==> src/rtl/muldiv_unit.sv <==
// Iterative RV32/64 M-extension multiply/divide unit: radix-2 shift-add multiply and restoring divide.
// Define MULDIV_UNIT_DIV_EN to build the divider; without it ops 1xx complete immediately with invalid_op set.
module muldiv_unit #(
  parameter int XLEN = 32
) (
  input  logic            SYS_clk,
  input  logic            SYS_reset,
  input  logic            in_valid,
  output logic            in_ready,
  input  logic [2:0]      op,
  input  logic [XLEN-1:0] rs1_data,
  input  logic [XLEN-1:0] rs2_data,
  output logic            out_valid,
  input  logic            out_ready,
  output logic [XLEN-1:0] result,
  output logic            invalid_op,
  output logic            busy
);

  localparam int CW = $clog2(XLEN + 1);

  typedef enum logic [1:0] {IDLE, CALC, FIX, DONE} state_t;

  state_t            r_state;
  logic [CW-1:0]     r_count;
  logic [2:0]        r_op;
  logic [XLEN-1:0]   r_a;
  logic [2*XLEN-1:0] r_acc;
  logic              r_negRes;
  logic              r_special;
  logic              r_specialInv;
  logic [XLEN-1:0]   r_specialRes;
  logic              r_in_ready;
  logic              r_out_valid;
  logic [XLEN-1:0]   r_result;
  logic              r_invalid_op;
  logic              r_busy;

  logic              w_rs1Neg;
  logic              w_rs2Neg;
  logic [XLEN-1:0]   w_absA;
  logic [XLEN-1:0]   w_absB;
  logic [XLEN:0]     w_mulSum;
  logic [2*XLEN-1:0] w_mulNext;
  logic [2*XLEN-1:0] w_prod;
  logic [XLEN-1:0]   w_mulRes;
  logic [2*XLEN-1:0] w_step;
  logic [XLEN-1:0]   w_fixRes;
  logic              w_special;
  logic              w_specialInv;
  logic [XLEN-1:0]   w_specialRes;

  // Operand signedness: mulh/div/rem treat both as signed, mulhsu only rs1.
  assign w_rs1Neg = rs1_data[XLEN-1] &&
                    (op == 3'b001 || op == 3'b010 || op == 3'b100 || op == 3'b110);
  assign w_rs2Neg = rs2_data[XLEN-1] && (op == 3'b001 || op == 3'b100 || op == 3'b110);
  assign w_absA   = w_rs1Neg ? -rs1_data : rs1_data;
  assign w_absB   = w_rs2Neg ? -rs2_data : rs2_data;

  // Accumulator holds {partial product, remaining multiplier bits}.
  assign w_mulSum  = {1'b0, r_acc[2*XLEN-1:XLEN]} + {1'b0, (r_acc[0] ? r_a : {XLEN{1'b0}})};
  assign w_mulNext = {w_mulSum, r_acc[XLEN-1:1]};
  assign w_prod    = r_negRes ? -r_acc : r_acc;
  assign w_mulRes  = (r_op[1:0] == 2'b00) ? w_prod[XLEN-1:0] : w_prod[2*XLEN-1:XLEN];

`ifdef MULDIV_UNIT_DIV_EN
  logic [XLEN-1:0]   r_b;
  logic              r_negRem;
  logic [XLEN:0]     w_divShift;
  logic [XLEN:0]     w_divDiff;
  logic [2*XLEN-1:0] w_divNext;
  logic [XLEN-1:0]   w_quo;
  logic [XLEN-1:0]   w_rem;
  logic              w_divZero;
  logic              w_ovf;

  // Accumulator holds {partial remainder, dividend bits becoming quotient bits}.
  assign w_divShift = {r_acc[2*XLEN-1:XLEN], r_acc[XLEN-1]};
  assign w_divDiff  = w_divShift - {1'b0, r_b};
  assign w_divNext  = w_divDiff[XLEN] ? {w_divShift[XLEN-1:0], r_acc[XLEN-2:0], 1'b0}
                                      : {w_divDiff[XLEN-1:0], r_acc[XLEN-2:0], 1'b1};
  assign w_quo      = r_negRes ? -r_acc[XLEN-1:0] : r_acc[XLEN-1:0];
  assign w_rem      = r_negRem ? -r_acc[2*XLEN-1:XLEN] : r_acc[2*XLEN-1:XLEN];

  assign w_step   = r_op[2] ? w_divNext : w_mulNext;
  assign w_fixRes = r_op[2] ? (r_op[1] ? w_rem : w_quo) : w_mulRes;

  // Divide by zero and signed overflow bypass the iteration with fixed results.
  assign w_divZero    = (rs2_data == {XLEN{1'b0}});
  assign w_ovf        = !op[0] && (rs1_data == {1'b1, {(XLEN-1){1'b0}}}) &&
                        (rs2_data == {XLEN{1'b1}});
  assign w_special    = op[2] && (w_divZero || w_ovf);
  assign w_specialInv = 1'b0;
  assign w_specialRes = w_divZero ? (op[1] ? rs1_data : {XLEN{1'b1}})
                                  : (op[1] ? {XLEN{1'b0}} : rs1_data);
`else
  assign w_step       = w_mulNext;
  assign w_fixRes     = r_op[2] ? {XLEN{1'b0}} : w_mulRes;
  assign w_special    = op[2];
  assign w_specialInv = 1'b1;
  assign w_specialRes = {XLEN{1'b0}};
`endif

  // out_valid trails DONE entry by one edge so a result is never presented in the cycle it is written.
  always_ff @(posedge SYS_clk) begin
    if (SYS_reset) begin
      r_state      <= IDLE;
      r_count      <= '0;
      r_special    <= 1'b0;
      r_in_ready   <= 1'b1;
      r_out_valid  <= 1'b0;
      r_result     <= '0;
      r_invalid_op <= 1'b0;
      r_busy       <= 1'b0;
    end else begin
      case (r_state)
        IDLE: begin
          if (in_valid) begin
            r_op         <= op;
            r_a          <= w_absA;
            r_negRes     <= w_rs1Neg ^ w_rs2Neg;
            r_acc        <= op[2] ? {{XLEN{1'b0}}, w_absA} : {{XLEN{1'b0}}, w_absB};
`ifdef MULDIV_UNIT_DIV_EN
            r_b          <= w_absB;
            r_negRem     <= w_rs1Neg;
`endif
            r_count      <= CW'(XLEN);
            r_special    <= w_special;
            r_specialInv <= w_specialInv;
            r_specialRes <= w_specialRes;
            r_in_ready   <= 1'b0;
            r_busy       <= 1'b1;
            r_state      <= w_special ? FIX : CALC;
          end
        end
        CALC: begin
          r_acc   <= w_step;
          r_count <= r_count - CW'(1);
          if (r_count == CW'(1)) r_state <= FIX;
        end
        FIX: begin
          r_result     <= r_special ? r_specialRes : w_fixRes;
          r_invalid_op <= r_special && r_specialInv;
          r_state      <= DONE;
        end
        DONE: begin
          if (!r_out_valid) begin
            r_out_valid <= 1'b1;
          end else if (out_ready) begin
            r_out_valid <= 1'b0;
            r_in_ready  <= 1'b1;
            r_busy      <= 1'b0;
            r_state     <= IDLE;
          end
        end
        default: r_state <= IDLE;
      endcase
    end
  end

  assign in_ready   = r_in_ready;
  assign out_valid  = r_out_valid;
  assign result     = r_result;
  assign invalid_op = r_invalid_op;
  assign busy       = r_busy;

endmodule

==> config.mk <==
export PLATFORM = sky130hd
export DESIGN_NAME = muldiv_unit
export DESIGN_NICKNAME = d
export VERILOG_FILES = /design/src/rtl/muldiv_unit.sv
export SDC_FILE = /design/constraint.sdc
export NUM_CORES = 1
export LEC_CHECK = 0
export CORE_UTILIZATION = 35
export DETAILED_ROUTE_END_ITERATION = 6
export SKIP_CTS_REPAIR_TIMING = 1
export SYNTH_ARGS = -nofsm -noshare
export SYNTH_HDL_FRONTEND = slang
export SYNTH_SLANG_ARGS = --single-unit
==> constraint.sdc <==
create_clock -name SYS_clk -period 7.08 [get_ports SYS_clk]
set_input_delay 1.416 -clock SYS_clk [delete_from_list [all_inputs] [get_ports SYS_clk]]
set_output_delay 1.416 -clock SYS_clk [all_outputs]
set_load 0.02 [all_outputs]
==> results of run 1 <==
-- logic make-up after synthesis --
kind of cell / count (synthesis) / share of synthesized area (%)
simple gates: 392 / 19.3
xor+xnor: 138 / 11.7
fa+ha+maj: 42 / 5.18
flops: 145 / 37.9
mux: 18 / 1.78
compound gates: 326 / 21.0
buf+inv: 82 / 3.06
-- critical path, cell delays in order --
cell and delay [ps]:
clkdlybuf4s50_1 500, nor4_1 440, or3b_2 560, nor4_1 790
a21oi_1 200, xnor2_1 200, nand2_1 70, o221a_2 150
-- routing by layer --
metal,global-route usage (%),up-vias,part of all wire (%)
li1,-,4432,-
met1,30.2,4273,49
met2,32.2,285,44
met3,2.81,30,5.7
met4,5.86,0,1.5
met5,0,-,0
-- flip-flops by register name, summed over array words and instances (netlist names) --
signal / cells
in_ready: 1
r_state: 2
r_op: 3
r_negRes: 1
r_acc: 64
out_valid: 1
r_count: 6
busy: 1
r_a: 32
invalid_op: 1
r_special: 1
result: 32
-- area by class of cell --
class | instances | area share (%)
Sequential cell | 145 | 31.7
Timing Repair Buffer | 119 | 9.41
Inverter | 32 | 0.976
Clock inverter | 14 | 1.07
Multi-Input combinational cell | 916 | 49.5
Clock buffer | 18 | 3.49
Tap cell | 384 | 3.90
-- cells in the final DEF, fill, tap and decap left out, types with 14 or more instances in the layout --
master and instances:
or3_1 24, o21ai_0 81, dfxtp_1 45, a21o_1 14, mux2i_1 16, edfxtp_1 100, nand3_1 24, xnor2_1 65
o31ai_1 26, xor2_1 73, a22oi_1 18, o41ai_1 14, or4_1 18, ha_1 41, nor2_1 104, nor3_1 26
clkdlybuf4s50_1 106, and2_1 36, a21oi_1 75, inv_1 31, nand2_1 89, clkbuf_16 17
-- per-stage QoR --
step	setup slack (ps)	power, uW	std cells
global placement	2610	3120	1596
finish	2950	4030	1628
detailed placement	2510	3130	1596
floorplan	2080	2580	1143
CTS	2940	4030	1628
global route	2680	4280	1628
-- power by group through the flow --
stage               Combinational [uW]  Clock, uW  Sequential, uW
global placement                  1670          0            1450
finish                            1700        886            1450
detailed placement                1680          0            1460
floorplan                         1170          0            1400
global route                      1870        928            1470
CTS                               1690        900            1440
-- worst max-delay path by stage --
stage | slack, ps | to | start
floorplan | 2080 | r_acc[0] | SYS_reset
global placement | 2610 | r_acc[30] | rs2_data[13]
detailed placement | 2510 | r_acc[26] | rs2_data[11]
CTS | 2940 | r_acc[51] | r_acc[0]
global route | 2680 | r_acc[26] | rs2_data[11]
finish | 2950 | r_acc[26] | rs2_data[11]
-- Yosys cell counts (6+ instances only) --
library cell,n
ha_1,41
a22oi_1,18
inv_1,31
o22ai_1,7
edfxtp_1,100
o31ai_1,26
mux2i_1,16
o21ai_0,81
xnor2_1,65
o221ai_1,7
nand2_1,89
or4_1,18
o221a_2,8
a21oi_1,75
nand2b_1,12
o41ai_1,14
nor4_1,12
nor3b_1,8
or3_1,24
or2_2,6
o21a_1,11
a31oi_1,8
a211oi_1,10
dfxtp_1,45
a21o_1,14
nor2_1,107
clkbuf_1,45
nand3_1,24
xor2_1,73
nor3_1,27
and2_1,36
==> run metrics, run 1 <==
status=completed; Cell Int Power=2340 uW; htree depth=4; drt total wl=31.2 mm; clk_skew=14.7 ps; fill count=2796; FF-to-FF path depth=9; Starting Density=35.8%; vias in the first global route=8541; Core Box Area=28800 sq um; register share of total power=35.9%; Final Slew Violations=0; Max Freq=0.242 GHz; DRC violations left=0; Die Area=30100 sq um; TritonRoute pass-1 iters=5; FF-to-FF End=r_acc[51]; Seq cells post-synth=145; Net Count, Synth=1256; Final Wtd Congestion=0.908; Max clock buf depth=2; clock power share=22.0%; final setup vio count=0; R2R setup slack=2950 ps; final net count=1344; Min Hold Slack=470 ps; Hold Startpoint=result[16]; FFs w/ async S/R, synth=0%; Skew-Pair Late Insertion Delay=440 ps; clk root buf=clkbuf_16; first-pass GRT wire length=48.7 mm; final hold viol count=0; Setup crit start kind=input port; required time worst endpoint=7280 ps; Overflow after GRT=0; combinational share of power=42.1%; Via-to-Cell Ratio=5.54; synth warn=0; Vias=9020; Worst-Margin Slew=1160 ps; max_cap viols=0; fin crit share=58.3%; Synth cell types=71; min-delay worst type=flip-flop to flip-flop; largest net degree at the start of global routing=65; crit path DAT=4330 ps; area of the multi-input gates=6090 sq um; Register Area=3900 sq um; Post-synth EDFFs=100; Row Count=62; largest cells by area after synthesis=edfxtp_1 (29%), dfxtp_1 (8.8%), xor2_1 (6.2%); Placed Area=11800 sq um; sequential area share after synthesis=37.9%; Net Sw Power=1690 uW; clk sinks=145; sw frac=42.0%; Crit Path Class=input port to flip-flop; diodes inserted=0; maximum vdd drop=0.145 mV; Max-Slew Margin vs Limit=22.3%; IO Port Bufs=106; Leak Pwr=0.00431 uW; I/O Pins=107; CTS tree=done; area growth from synthesis to layout=19.6%; Syn Area/Cell=9.00 sq um; synthesized cell area=10300 sq um; Inserted Clock Buffers=17; fin crit period=4130 ps; RSZ-0062 raised after global routing=no; hold path depth=2; hold endpoint=result[16]; post-layout util=42.8%; Synth Flop Type=edfxtp_1; Final HPWL DP=23.6 mm; Post-Syn Instances=1143; DRT antenna net count=0; All-Layer GR Usage=20.8%; wire per inst=19.2 um; biggest area consumer among synthesized cells=edfxtp_1; CP Max Fanout=6; Synth top area share=29.2%; clock transition at the registers of the reported paths=80 ps; antenna violations before repair=0; number of DRC markers in iteration 0=603; DIE WIDTH=173 um; Setup crit end kind=flip-flop; Final Cell Area=12300 sq um; layout cells sized above 1=6.35%; Pwr per Cell Area=327 nW/um^2; Setup TNS Final=0 ps; worst r2r src=r_acc[0]; die height=173 um
Note: power is estimated with default switching activity, not from simulation.
==> run 2, diff against run 1 <==
==> constraint.sdc (replaced) <==
create_clock -name SYS_clk -period 3.95 [get_ports SYS_clk]
set_input_delay 0.79 -clock SYS_clk [delete_from_list [all_inputs] [get_ports SYS_clk]]
set_output_delay 0.79 -clock SYS_clk [all_outputs]
set_load 0.02 [all_outputs]
==> run 2 against run 1 <==
Worst hold slack better by 9.9 ps; sequential power is 77% higher; cell count increased by 0.74%; total power is 81% higher; count of clock-buffer cells in the layout rose by 2; largest cell class unchanged.
==> run metrics, run 2 (synthesis gave the netlist of run 1 again) <==
CP Max Fanout=20; register share of total power=35.2%; Core Box Area=28800 sq um; max_cap viols=0; clk root buf=clkbuf_16; Crit Path Class=flip-flop to flip-flop; first-pass GRT wire length=48.3 mm; CTS tree=done; fin crit share=93.5%; TritonRoute pass-1 iters=5; Net Sw Power=3010 uW; min-delay worst type=flip-flop to flip-flop; crit path DAT=3870 ps; most frequent cells in the layout=clkdlybuf4s50_1 (106), nor2_1 (104), edfxtp_1 (100); I/O Pins=107; final net count=1356; Setup crit end kind=flip-flop; CP peak stage delay=550 ps; Crit. Startpoint=r_acc[0]; Final Wtd Congestion=0.877; FF-to-FF path depth=11; combinational share of power=42.3%; FF-to-FF End=r_acc[51]; DRC violations left=0; IO Port Bufs=106; Max-Slew Margin vs Limit=25.0%; Crit path max-delay family=compound AO/OA/AOI/OAI gates; htree depth=4; Setup TNS Final=0 ps; final hold viol count=0; Skew-Pair Late Insertion Delay=440 ps; maximum vdd drop=0.288 mV; Placed Area=11900 sq um; hold endpoint=result[17]; Via-to-Cell Ratio=5.58; clk_skew=16.4 ps; R2R setup slack=260 ps; Biggest register=r_acc; clock transition at the registers of the reported paths=70 ps; Hold Startpoint=result[17]; fill count=2803; diodes inserted=0; Final HPWL DP=23.9 mm; Leak Pwr=0.00439 uW; clk sinks=145; clock power share=22.5%; DIE WIDTH=173 um; Inserted Clock Buffers=17; Starting Density=35.8%; Min Hold Slack=480 ps; Die Area=30100 sq um; worst slack at placement=246 ps; Row Count=62; All-Layer GR Usage=20.6%; Setup crit start kind=flip-flop; required time worst endpoint=4120 ps; drt total wl=31.3 mm; Max clock buf depth=2; Vias=9155; area growth from synthesis to layout=20.9%; fin crit period=3690 ps; worst path buffer plus inverter count=2; vias in the first global route=8504; slowest CP cell=edfxtp_1; most common cell after layout, fill and taps aside=clkdlybuf4s50_1; Final Slew Violations=0; RSZ-0062 raised after global routing=no; largest net degree at the start of global routing=65; Worst-Margin Slew=1120 ps; Overflow after GRT=0; status=completed; final setup vio count=0; worst r2r src=r_acc[0]; sw frac=41.3%; number of flip-flops in the largest register=64; die height=173 um; number of DRC markers in iteration 0=725; Cell Int Power=4280 uW; DRT antenna net count=0; wire per inst=19.1 um; Pwr per Cell Area=586 nW/um^2; antenna violations before repair=0; crit-path cells=buf_4 > and2_1 > ha_1 > nand2_1 > a2111oi_0 > buf_4 > a21oi_1 > o211ai_1 > a21o_1 > a211oi_1 > a2111oi_0; hold path depth=2; Final Cell Area=12400 sq um; Max Freq=0.271 GHz; layout cells sized above 1=7.25%; Worst Setup Slack, final=256 ps
-- run 2: how the worst max path moves through the flow --
stage,end,slack [ps],depth (start not counted)
2_1_floorplan,r_acc[0],650,3
3_3_place_gp,r_acc[27],290,7
3_5_place_dp,r_acc[27],250,7
4_1_cts,r_acc[51],270,11
5_1_grt,r_acc[51],130,11
6_report,r_acc[51],260,11
-- run 2: layout make-up --
class                   instances  area [sq um]  share of cell area [%]
multi-input cells             916          6090                    48.9
flip-flops and latches        145          3900                    31.4
repair buffers                131          1260                    10.1
well taps                     384           480                    3.86
clock buffers                  20           479                    3.85
inverters                      32           120                   0.965
clock inverters                12           108                   0.865
-- run 2: routing by layer --
layer,share of wire (%),GRT usage (%),vias to the layer above
li1,-,-,4459
met4,1.5,5.46,0
met2,45,32.5,327
met3,5.9,2.59,24
met5,0,0,-
met1,48,29.6,4345
-- run 2: worst reg2reg max path, delay by kind of cell (launching register included) --
family	cells	cell delay, ps
flops	1	550
compound gates	6	1760
buf+inv	2	470
fa+ha+maj	1	380
simple gates	2	250
-- run 2: per-stage QoR --
stage          cells  util, %  total power (uW)
5_1_grt         1640     43.2              7720
2_1_floorplan   1143        -              4610
4_1_cts         1640     43.2              7270
3_3_place_gp    1608     41.2              5610
6_report        1640     43.2              7290
3_5_place_dp    1608     41.2              5640
-- run 2: power by group through the flow --
stage / sequential [uW] / combinational, uW / clock (uW)
after global placement: 2580 / 3020 / 0
after detailed placement: 2580 / 3050 / 0
after floorplan: 2510 / 2100 / 0
after CTS: 2560 / 3070 / 1650
after global routing: 2610 / 3400 / 1710
final: 2560 / 3080 / 1640
==> run 3, diff against run 2 <==
--- a/config.mk
+++ b/config.mk
@@ -7,6 +7,7 @@
 export LEC_CHECK = 0
 export CORE_UTILIZATION = 35
 export DETAILED_ROUTE_END_ITERATION = 6
+export GPL_TIMING_DRIVEN = 1
 export SKIP_CTS_REPAIR_TIMING = 1
 export SYNTH_ARGS = -nofsm -noshare
 export SYNTH_HDL_FRONTEND = slang
==> results of run 3 <==
Same layout as run 2: the final DEF is identical, and so are final timing and power.
